<file path="config.mk">
export PLATFORM = sky130hd
export DESIGN_NAME = cache_miss_ctrl
export DESIGN_NICKNAME = d
export VERILOG_FILES = /design/src/rtl/cache_ctrl_pkg.sv /design/src/rtl/cache_perf_cnt.sv /design/src/rtl/cache_miss_ctrl.sv
export SDC_FILE = /design/constraint.sdc
export NUM_CORES = 1
export LEC_CHECK = 0
export BUFFER_PORTS_ARGS = -buffer_cell sky130_fd_sc_hd__buf_4
export CORE_AREA = 2 2 90 92
export DETAILED_ROUTE_END_ITERATION = 8
export DIE_AREA = 0 0 92 94
export SLEW_MARGIN = 40
export SYNTH_ARGS = -nofsm -noshare
export SYNTH_HDL_FRONTEND = slang
export SYNTH_SLANG_ARGS = --single-unit
</file>
<file path="constraint.sdc">
create_clock -name clk -period 2 [get_ports clk]
set_input_delay 0.4 -clock clk [delete_from_list [all_inputs] [get_ports clk]]
set_output_delay 0.4 -clock clk [all_outputs]
set_load 0.1 [all_outputs]
</file>
<file path="src/rtl/cache_ctrl_pkg.sv">
// Shared types and widths for the 2-way cache miss controller.
package cache_ctrl_pkg;

    localparam int unsigned S_OFFSET = 5;
    localparam int unsigned S_INDEX  = 3;
    localparam int unsigned S_TAG    = 24;
    localparam int unsigned ADDR_W   = 32;
    localparam int unsigned CNT_W    = 32;

    typedef enum logic [1:0] {
        IDLE      = 2'd0,
        WRITEBACK = 2'd1,
        FILL      = 2'd2,
        RESPOND   = 2'd3
    } state_e;

    typedef logic way_t;

    // Counter increment that sticks at all-ones instead of wrapping.
    function automatic logic [CNT_W-1:0] sat_inc(input logic [CNT_W-1:0] v);
        logic [CNT_W-1:0] r;
        if (v == {CNT_W{1'b1}}) begin
            r = v;
        end else begin
            r = v + {{(CNT_W-1){1'b0}}, 1'b1};
        end
        return r;
    endfunction

endpackage

</file>
<file path="src/rtl/cache_perf_cnt.sv">
// Three saturating event counters (hits, misses, writebacks) with
// single-cycle increment strobes, cleared by the synchronous reset.
import cache_ctrl_pkg::*;

module cache_perf_cnt (
    input  logic             clk,
    input  logic             rst,
    input  logic             hit_inc_i,
    input  logic             miss_inc_i,
    input  logic             wb_inc_i,
    output logic [CNT_W-1:0] hits_o,
    output logic [CNT_W-1:0] misses_o,
    output logic [CNT_W-1:0] wbs_o
);

    logic [CNT_W-1:0] hits_q,   hits_d;
    logic [CNT_W-1:0] misses_q, misses_d;
    logic [CNT_W-1:0] wbs_q,    wbs_d;

    // Next counter values: bump on strobe, saturating at all-ones.
    always_comb begin
        hits_d   = hits_q;
        misses_d = misses_q;
        wbs_d    = wbs_q;
        if (hit_inc_i) begin
            hits_d = sat_inc(hits_q);
        end else begin
            hits_d = hits_q;
        end
        if (miss_inc_i) begin
            misses_d = sat_inc(misses_q);
        end else begin
            misses_d = misses_q;
        end
        if (wb_inc_i) begin
            wbs_d = sat_inc(wbs_q);
        end else begin
            wbs_d = wbs_q;
        end
    end

    // Counter registers with synchronous clear.
    always_ff @(posedge clk) begin
        if (rst) begin
            hits_q   <= {CNT_W{1'b0}};
            misses_q <= {CNT_W{1'b0}};
            wbs_q    <= {CNT_W{1'b0}};
        end else begin
            hits_q   <= hits_d;
            misses_q <= misses_d;
            wbs_q    <= wbs_d;
        end
    end

    assign hits_o   = hits_q;
    assign misses_o = misses_q;
    assign wbs_o    = wbs_q;

endmodule

</file>
<file path="src/rtl/cache_miss_ctrl.sv">
// Miss controller for a 2-way cache: hit response, dirty-victim writeback,
// line fill and PLRU MRU update, one outstanding request at a time.
// Optional feature macro: CACHE_PERF_CNT_EN enables the perf_* counters;
// without it the perf_* ports read constant zero.
import cache_ctrl_pkg::*;

module cache_miss_ctrl #(
    parameter int unsigned s_offset = S_OFFSET,
    parameter int unsigned s_index  = S_INDEX,
    parameter int unsigned s_tag    = S_TAG
) (
    input  logic                 clk,
    input  logic                 rst,
    input  logic                 mem_read,
    input  logic                 mem_write,
    input  logic [31:0]          mem_address,
    input  logic                 hit,
    input  logic                 hit_way,
    input  logic                 plru_way,
    input  logic [1:0]           victim_valid,
    input  logic [1:0]           victim_dirty,
    input  logic [2*s_tag-1:0]   victim_tag,
    output logic                 mem_resp,
    output logic                 way_sel,
    output logic                 data_load,
    output logic                 tag_load,
    output logic                 valid_load,
    output logic                 dirty_load,
    output logic                 dirty_in,
    output logic                 plru_load,
    output logic                 plru_mru,
    output logic                 pmem_read,
    output logic                 pmem_write,
    output logic [31:0]          pmem_address,
    input  logic                 pmem_resp,
    output logic [31:0]          perf_hits,
    output logic [31:0]          perf_misses,
    output logic [31:0]          perf_wbs
);

    state_e             state_q, state_d;
    way_t               way_q,   way_d;
    logic               req_s;
    logic [s_index-1:0] index_s;
    logic [s_tag-1:0]   req_tag_s;
    logic [s_tag-1:0]   victim_tag_s;
    logic               unused_s;

    assign req_s        = mem_read | mem_write;
    assign index_s      = mem_address[s_offset +: s_index];
    assign req_tag_s    = mem_address[31 -: s_tag];
    assign victim_tag_s = way_q ? victim_tag[2*s_tag-1:s_tag] : victim_tag[s_tag-1:0];
    assign unused_s     = ^mem_address[s_offset-1:0];

    // State and latched way registers; reset returns to IDLE and clears the way.
    always_ff @(posedge clk) begin
        if (rst) begin
            state_q <= IDLE;
            way_q   <= 1'b0;
        end else begin
            state_q <= state_d;
            way_q   <= way_d;
        end
    end

    // Next-state logic; the victim way is captured only at the miss decision.
    always_comb begin
        state_d = state_q;
        way_d   = way_q;
        case (state_q)
            IDLE: begin
                if (req_s) begin
                    if (hit) begin
                        state_d = RESPOND;
                        way_d   = hit_way;
                    end else begin
                        way_d = plru_way;
                        if (victim_valid[plru_way] & victim_dirty[plru_way]) begin
                            state_d = WRITEBACK;
                        end else begin
                            state_d = FILL;
                        end
                    end
                end else begin
                    state_d = IDLE;
                end
            end
            WRITEBACK: begin
                if (pmem_resp) begin
                    state_d = FILL;
                end else begin
                    state_d = WRITEBACK;
                end
            end
            FILL: begin
                if (pmem_resp) begin
                    state_d = RESPOND;
                end else begin
                    state_d = FILL;
                end
            end
            RESPOND: begin
                state_d = IDLE;
            end
            default: begin
                state_d = IDLE;
                way_d   = 1'b0;
            end
        endcase
    end

    // Output decode from the current state; fill loads fire in the pmem_resp cycle.
    always_comb begin
        mem_resp     = 1'b0;
        way_sel      = 1'b0;
        data_load    = 1'b0;
        tag_load     = 1'b0;
        valid_load   = 1'b0;
        dirty_load   = 1'b0;
        dirty_in     = 1'b0;
        plru_load    = 1'b0;
        plru_mru     = 1'b0;
        pmem_read    = 1'b0;
        pmem_write   = 1'b0;
        pmem_address = 32'd0;
        case (state_q)
            IDLE: begin
                mem_resp = 1'b0;
            end
            WRITEBACK: begin
                pmem_write   = 1'b1;
                pmem_address = {victim_tag_s, index_s, {s_offset{1'b0}}};
            end
            FILL: begin
                pmem_read    = 1'b1;
                pmem_address = {req_tag_s, index_s, {s_offset{1'b0}}};
                if (pmem_resp) begin
                    data_load  = 1'b1;
                    tag_load   = 1'b1;
                    valid_load = 1'b1;
                    dirty_load = 1'b1;
                    dirty_in   = 1'b0;
                    way_sel    = way_q;
                end else begin
                    way_sel = 1'b0;
                end
            end
            RESPOND: begin
                mem_resp  = 1'b1;
                plru_load = 1'b1;
                plru_mru  = way_q;
                if (mem_write) begin
                    dirty_load = 1'b1;
                    dirty_in   = 1'b1;
                    way_sel    = way_q;
                end else begin
                    dirty_in = 1'b0;
                end
            end
            default: begin
                mem_resp = 1'b0;
            end
        endcase
    end

`ifdef CACHE_PERF_CNT_EN
    logic hit_inc_s;
    logic miss_inc_s;
    logic wb_inc_s;

    assign hit_inc_s  = (state_q == IDLE) & req_s & hit;
    assign miss_inc_s = (state_q == IDLE) & req_s & ~hit;
    assign wb_inc_s   = (state_q == WRITEBACK) & pmem_resp;

    cache_perf_cnt u_perf_cnt (
        .clk        (clk),
        .rst        (rst),
        .hit_inc_i  (hit_inc_s),
        .miss_inc_i (miss_inc_s),
        .wb_inc_i   (wb_inc_s),
        .hits_o     (perf_hits),
        .misses_o   (perf_misses),
        .wbs_o      (perf_wbs)
    );
`else
    assign perf_hits   = 32'd0;
    assign perf_misses = 32'd0;
    assign perf_wbs    = 32'd0;
`endif

endmodule
</file>
==> results.yml, run 1 <==
run_status:
  status: "complete, no violations"
final_layout:
  insertedDiodeCount: 0
  drive_gt1_frac: 0.663
  seqCellArea_um2: 71.3
  mostFrequentLayoutCell: "buf_4"
  multi_input_area_um2: 1640
  fin_util: 0.445
  final_cell_mix: "buf_4, conb_1, a22oi_2, nor2b_4"
  stdcell_count: 473
  nNetsFinal: 470
  nFillCells: 736
  area_growth_pct: 78.6
setup_path:
  slowest_delay_ns: 0.33
  criticalPathCategory: "reg2out"
  critPathBufInv: 4
  cpLargestDelayFamily: "buffers and inverters"
  critical_path_arrival_ns: 1.56
  start_kind: "register"
  worstPathCellList: "inv_2 -> ha_4 -> clkbuf_4 -> buf_4 -> a22oi_2 -> nor2b_4 -> buf_8"
  cp-startpoint: "state_q[0]"
  required_ns: 1.60
  r2r-start: "state_q[0]"
  endpoint_kind: "primary output"
  crit_slowest_cell: "dfxtp_4"
  crit_fanout: 7
floorplanning:
  dieArea_um2: 8650
  die_w_um: 92
  initial_core_util: 0.249
  die_y_um: 94
  io_pins: 231
  coreArea_um2: 7610
  rows: 32
grt:
  grt_overflow: 0
  grt_pass1_wl_um: 7110
  grt_use_total: 0.103
  antenna_found_initial: 0
  grt_max_degree: 20
  grt_pass1_vias: 1487
synthesis:
  synth_cells: 227
  synthDistinctLibCells: 27
  seq_area_frac_synth: 0.0317
  syn_area_per_cell_um2: 8.35
  ys_ff_latch: 3
  yosys_warnings: 0
  synth.cell_area_um2: 1890
clock_tree:
  insertion_delay_ns: 0.22
  clk_pin_slew_ns: 0.03
  cts_buffers: 3
  clock-sinks: 3
  root_buffer: "clkbuf_8"
  cts_hold_buf: 0
  cts_tree: "built"
  clk_path_buf_depth: 2
  cts.htree.levels: 1
drt:
  wire_per_inst_um: 11.7
  viasPerCell: 3.68
  drtIter0Drc: 22
  vias: 1740
  drt-total-wl_um: 5520
  drt-pass1-iter-count: 4
  drcViolationCount: 0
  ant_nets: 0
job:
  maxCapViolCount: 0
timing:
  finalHoldViolations: 0
  fmax_mhz: 511
  final_max_slew_viol_count: 0
  min_period_over_period: 0.979
  fin_tns_setup_ns: 0
  period_minus_slack_ns: 1.96
  worst_slack_ns: 0.0418
  finalSetupViolations: 0
  finClkSkew_ns: 0.00396
placement:
  place.gp.congestion: 0.701
  io_buffers: 124
  pre_cts_slack_ns: 0.0845
  hpwl_um: 4340
  dp.cells: 451
power_and_ir_drop:
  peakVddDrop_mv: 0.345
  powerDensity_nw_per_um2: 962
  power.leakage_nw: 1.68
worst_hold_path:
  hold_start: "rst"
  min-delay-path-class: "in2reg"
## per-layer routing
| metal | wire, um | vias to the layer above | part of all wire | track usage |
|---|---|---|---|---|
| li1 | - | 841 | - | - |
| met1 | 1820 | 780 | 0.33 | 0.110 |
| met2 | 3170 | 115 | 0.57 | 0.204 |
| met3 | 505 | 4 | 0.091 | 0.0209 |
| met4 | 38 | 0 | 0.0069 | 0.0261 |
| met5 | 0 | - | 0 | 0 |
## path summary, 6_finish.rpt
kind / end / slack [ns] / cells past startpoint
hold reg to reg: way_q / 0.56 / 2
setup reg to reg: state_q[0] / 0.54 / 8
setup / recovery: pmem_address[28] / 0.04 / 7
hold / removal: way_q / 0.37 / 2
## Yosys cell counts (all sizes together)
| cell type | n | area share |
|---|---|---|
| dfxtp | 3 | 0.032 |
| and2 | 5 | 0.017 |
| a21oi | 1 | 0.0026 |
| a211oi | 1 | 0.0040 |
| nand2 | 3 | 0.0059 |
| nand3b | 2 | 0.0079 |
| o21a | 2 | 0.0079 |
| a22oi | 24 | 0.12 |
| ha | 6 | 0.040 |
| a21o | 3 | 0.012 |
| nor2 | 2 | 0.0040 |
| clkbuf | 2 | 0.0040 |
| nand3 | 1 | 0.0026 |
| o21ai | 1 | 0.0026 |
| inv | 4 | 0.0079 |
| buf | 113 | 0.45 |
| nor3 | 2 | 0.0053 |
| nor3b | 1 | 0.0040 |
| mux2i | 2 | 0.011 |
| mux2 | 24 | 0.18 |
| nor2b | 24 | 0.079 |
| conb | 1 | 0.0020 |
## what timing repair did
| item | 4_1_cts | 5_1_grt |
|---|---|---|
| buffers inserted | 7 | 10 |
| gates resized for setup | 49 | 23 |
| endpoints found under the setup margin | 27 | 28 |
| gates cloned | 0 | 1 |
| endpoints found under the hold margin | 0 | 0 |
| pin swaps | 0 | 2 |
## registers in the layout (all words and copies together), names as in the netlist
register / flops
state_q: 2
way_q: 1
## area by class of cell
| class | instances | share of cell area |
|---|---|---|
| clock buffer | 4 | 0.0133 |
| inverter | 4 | 0.00555 |
| multi-input combinational | 205 | 0.485 |
| sequential | 3 | 0.0211 |
| tap | 102 | 0.0377 |
| timing repair buffer | 155 | 0.438 |
## where the power goes
group	internal, mW	switching (mW)
Combinational	0.971	2.01
Clock	0.136	0.0396
Sequential	0.0768	0.0208
## stage by stage
stage	power, mW	hold WS [ns]	cell area, um^2
floorplan	2.57	0.473	2630
global placement	2.78	0.573	2900
detailed placement	2.79	0.565	2900
CTS	3.13	0.364	3180
global route	3.37	0.362	3380
finish	3.25	0.368	3380
## worst reg2reg max path: cells and delay by family (launching register included)
| kind | cells | cell delay [ns] |
|---|---|---|
| AO/OA/AOI/OAI | 1 | 0.14 |
| adder cells (fa/ha/maj) | 1 | 0.17 |
| buffers and inverters | 4 | 0.53 |
| flip-flops | 1 | 0.33 |
| multiplexers | 1 | 0.12 |
| AND/OR/NAND/NOR | 1 | 0.06 |
## cells by family after synthesis
family | synth area share
AOI/OAI and AO/OA | 0.151
muxes | 0.187
other | 0.00198
DFF | 0.0317
buffers and inverters | 0.464
and+or+nand+nor | 0.125
adders and majority gates | 0.0396
(Power assumes the default switching activity.)
==> inputs of run 2 (changes only) <==
- CORE_AREA: 2 2 90 92 -> 2 2 89 91
- DIE_AREA: 0 0 92 94 -> 0 0 91 93
- HOLD_SLACK_MARGIN: unset -> 0.15
- PLACE_DENSITY: unset -> 0.68
- clock period: 2 -> 1.63 ns (I/O delays scaled with it)
==> run 2 against run 1 <==
First-iteration DRC count grew 9.1%. Total power rose by 33%. Utilization rose by 5.3 points. Sequential share of layout area decreased by 0.20 points. Highest routed layer unchanged. Via count grew 1.6%. Worst hold slack worse by 0.078 ns. The run now ends with setup timing left. Setup slack lost 0.30 ns. Sequential cell count did not move.
==> results.yml, run 2 (synthesized netlist as in run 1, its figures left out) <==
final_layout:
  insertedDiodeCount: 0
  fin_util: 0.498
  reg.largest.list: "state_q: 2 flops, way_q: 1 flops"
  top_register: "state_q"
  nNetsFinal: 465
  final_cell_mix: "conb_1, buf_4, buf_12, a22oi_2, nor2b_4"
  stdcell_count: 468
  area_growth_pct: 97.8
  drive_gt1_frac: 0.675
  largest_register_ffs: 2
  mostFrequentLayoutCell: "conb_1"
floorplanning:
  initial_core_util: 0.252
  dieArea_um2: 8460
  coreArea_um2: 7530
  die_y_um: 93
  io_pins: 231
  rows: 32
  die_w_um: 91
clock_tree:
  cts_tree: "built"
  clock-sinks: 3
  clk_path_buf_depth: 2
  cts_hold_buf: 0
  insertion_delay_ns: 0.22
  cts_buffers: 3
  cts.htree.levels: 1
  clk_pin_slew_ns: 0.03
  root_buffer: "clkbuf_8"
grt:
  antenna_found_initial: 0
  grt_pass1_wl_um: 8650
  grt_use_total: 0.129
  grt_overflow: 0
  grt_max_degree: 21
  grt_pass1_vias: 1723
setup_path:
  crit_slowest_cell: "dfxtp_4"
  endpoint_kind: "primary output"
  cpLargestDelayFamily: "flip-flops"
  start_kind: "register"
  required_ns: 1.30
  slowest_delay_ns: 0.41
  crit_fanout: 7
  cp_common_cell: "buf_12"
  reg2reg_to: "state_q[0]"
  critical_path_arrival_ns: 1.57
  critPathBufInv: 2
  critPathCapture: "pmem_address[19]"
  cp-startpoint: "way_q"
  worstPathCellList: "buf_12 -> mux2_4 -> a22oi_2 -> nor2b_4 -> buf_12"
  rrSetupSlack_ns: 0.14
  reg2reg_depth: 8
  criticalPathCategory: "reg2out"
  r2r-start: "state_q[1]"
  path_depth: 5
run_status:
  violations: "setup timing"
  status: "complete, but fails checks"
placement:
  dp.cells: 453
  hpwl_um: 4340
  place.gp.congestion: 0.677
  io_buffers: 124
drt:
  drt-total-wl_um: 6170
  drcViolationCount: 0
  drtIter0Drc: 24
  viasPerCell: 3.78
  vias: 1768
  wire_per_inst_um: 13.2
  ant_nets: 0
  drt-pass1-iter-count: 2
power_and_ir_drop:
  peakVddDrop_mv: 0.433
  powerDensity_nw_per_um2: 1150
  totalPowerFinal_mw: 4.32
  power.leakage_nw: 1.76
timing:
  final_max_slew_viol_count: 0
  fin_tns_setup_ns: -6.50
  finClkSkew_ns: 0.00332
  finalSetupViolations: 35
  period_minus_slack_ns: 1.89
  fmax_mhz: 529
  min_period_over_period: 1.16
  finalHoldViolations: 0
  rsz0062_at_grt: "yes"
  worst_slack_ns: -0.261
worst_hold_path:
  min-delay-path-class: "in2reg"
job:
  maxCapViolCount: 0
==> run 2: cell type report <==
| cell class | instances | area [um^2] |
|---|---|---|
| fill | 650 | 3780 |
| timing repair buffer | 150 | 1770 |
| multi-input combinational | 205 | 1700 |
| tap | 102 | 128 |
| sequential | 3 | 71.3 |
| clock buffer | 4 | 45.0 |
| inverter | 4 | 30.0 |
==> run 2: what timing repair did <==
action	in CTS	in global routing
pin swaps	19	14
cloned	4	0
resized for setup	126	15
endpoints found under the setup margin	36	38
setup buffers	5	2
==> run 2: metrics by stage <==
step / hold WS, ns / cell area, um^2 / worst slack, ns
after floorplan: 0.399 / 2660 / -0.372
after global placement: 0.521 / 2970 / -0.124
after detailed placement: 0.524 / 2970 / -0.152
after CTS: 0.287 / 3670 / -0.265
after global routing: 0.290 / 3750 / -0.300
final: 0.290 / 3750 / -0.261
==> run 2: how the worst min path moves through the flow <==
stage,slack (ns),end,startpoint,cells after the start
2_1_floorplan,0.40,way_q,rst,1
3_3_place_gp,0.52,way_q,rst,2
3_5_place_dp,0.52,way_q,rst,2
4_1_cts,0.29,way_q,rst,2
5_1_grt,0.29,way_q,rst,2
6_report,0.29,way_q,rst,2
==> run 2: per-layer routing <==
layer  share of wire  global-route usage  wire length [um]  up-vias
li1                -                   -                 -      831
met1            0.30               0.117              1830      819
met2            0.61               0.283              3740      112
met3           0.084              0.0258               521        6
met4           0.012              0.0278                76        0
met5               0                   0                 0        -
==> run 2: report_power, final <==
group | switching [mW] | internal, mW | total (mW) | leakage (nW)
clock | 0.0491 | 0.167 | 0.216 | 0.0228
combinational | 2.55 | 1.43 | 3.98 | 1.71
sequential | 0.0301 | 0.0944 | 0.124 | 0.0267
==> inputs of run 3 (changes only) <==
- PLACE_DENSITY: 0.68 -> unset
- PLACE_DENSITY_LB_ADDON: unset -> 0.3
==> run 3 against run 2 <==
The flow still finishes with violations (setup timing). Total power fell by 0.88%. Worst hold slack got worse by 0.0041 ns. Clock-buffer cell count did not move. Register-to-register slack improved by 0.07 ns. Final cell count rose by 0.43%. Combinational power fell by 1%. First-iteration DRC count rose by 110%. Highest routed layer unchanged.
==> results.yml, run 3 (synthesized netlist as in run 1, its figures left out) <==
final_layout:
  nNetsFinal: 467
  top_register: "state_q"
  largest_register_ffs: 2
  insertedDiodeCount: 0
  drive_gt1_frac: 0.677
  mostFrequentLayoutCell: "conb_1"
  final_cell_mix: "conb_1, buf_4, buf_12"
  reg.largest.list: "state_q: 2 flops, way_q: 1 flops"
  area_growth_pct: 96.5
  stdcell_count: 470
power_and_ir_drop:
  peakVddDrop_mv: 0.395
  power.leakage_nw: 1.77
  power_frac_clock: 0.051
  power_frac_seq: 0.028
  internal_power_mw: 1.65
  swShare: 0.614
  switching_power_mw: 2.63
  power_frac_comb: 0.921
  powerDensity_nw_per_um2: 1150
drt:
  ant_nets: 0
  drcViolationCount: 0
  drt-pass1-iter-count: 4
  drt-total-wl_um: 6030
  viasPerCell: 3.84
  vias: 1803
  wire_per_inst_um: 12.8
  drtIter0Drc: 50
clock_tree:
  root_buffer: "clkbuf_8"
  clock-sinks: 3
  insertion_delay_ns: 0.22
  cts.htree.levels: 1
  cts_tree: "built"
  cts_hold_buf: 0
  clk_pin_slew_ns: 0.03
  clk_path_buf_depth: 2
  cts_buffers: 3
placement:
  pre_cts_slack_ns: -0.130
  io_buffers: 124
  dp.cells: 455
  place.gp.congestion: 0.710
  hpwl_um: 4410
setup_path:
  critPathBufInv: 3
  reg2reg_to: "state_q[0]"
  criticalPathCategory: "reg2out"
  crit_slowest_cell: "dfxtp_4"
  required_ns: 1.30
  r2r-start: "state_q[1]"
  path_depth: 6
  rrSetupSlack_ns: 0.21
  reg2reg_depth: 8
  start_kind: "register"
  worstPathCellList: "buf_6 -> buf_16 -> mux2_4 -> a22oi_2 -> nor2b_4 -> buf_12"
  crit_fanout: 6
  cpLargestDelayFamily: "buffers and inverters"
  slowest_delay_ns: 0.38
  endpoint_kind: "primary output"
  critical_path_arrival_ns: 1.56
grt:
  grt_pass1_vias: 1670
  grt_use_total: 0.126
  grt_overflow: 0
  grt_pass1_wl_um: 8550
  grt_max_degree: 15
  antenna_found_initial: 0
timing:
  finalSetupViolations: 32
  finalHoldViolations: 0
  worst_slack_ns: -0.252
  holdWs_ns: 0.286
  finClkSkew_ns: 0.00382
  period_minus_slack_ns: 1.88
  final_max_slew_viol_count: 0
  fmax_mhz: 531
  min_period_over_period: 1.15
  rsz0062_at_grt: "yes"
worst_hold_path:
  hold_depth: 2
  min-delay-path-class: "in2reg"
  hold_end: "way_q"
  hold_start: "rst"
run_status:
  status: "complete, but fails checks"
  violations: "setup timing"
floorplanning:
  rows: 32
  dieArea_um2: 8460
  die_y_um: 93
  io_pins: 231
  coreArea_um2: 7530
  initial_core_util: 0.252
  die_w_um: 91
job:
  maxCapViolCount: 0
## run 3: routing by layer
metal  up-vias  track usage  routed length [um]
li1        837            -                   -
met1       834        0.127                1910
met2       128        0.255                3440
met3         4       0.0379                 644
met4         0       0.0215                  34
met5         -            0                   0
## run 3: timing repair
action                     4_1_cts  5_1_grt
pin swaps                       15       18
cloned                           4        1
resized for setup              130        9
setup endpoints to repair       36       35
setup buffers                    7        3
## run 3: worst max-delay path by stage
stage               startpoint                to  slack, ns
finish                   way_q  pmem_address[23]      -0.25
global route             way_q  pmem_address[23]      -0.33
CTS                      way_q  pmem_address[31]      -0.27
detailed placement  state_q[1]  pmem_address[21]      -0.13
global placement    state_q[1]  pmem_address[24]      -0.12
floorplan           state_q[0]  pmem_address[10]      -0.37
## run 3: area by class of cell
cell class | count | area [um^2]
Clock buffer | 4 | 45.0
Fill cell | 685 | 3800
Inverter | 4 | 30.0
Multi-Input combinational cell | 205 | 1720
Sequential cell | 3 | 71.3
Tap cell | 102 | 128
Timing Repair Buffer | 152 | 1730
## run 3: metrics by stage
step | cell area (um^2) | setup TNS, ns | util | total power, mW
finish | 3720 | -6.20 | 0.495 | 4.28
global route | 3720 | -7.95 | 0.495 | 4.42
CTS | 3730 | -7.07 | 0.496 | 4.32
detailed placement | 3000 | -2.73 | 0.399 | 3.50
global placement | 3000 | -2.52 | 0.399 | 3.49
floorplan | 2660 | -9.21 | - | 3.17
## run 3: power by group through the flow
stage	sequential, mW	combinational [mW]	clock (mW)
after global routing	0.123	4.07	0.233
after floorplan	0.115	3.05	0
after global placement	0.109	3.38	0
after CTS	0.117	3.98	0.221
final	0.119	3.94	0.219
after detailed placement	0.109	3.40	0
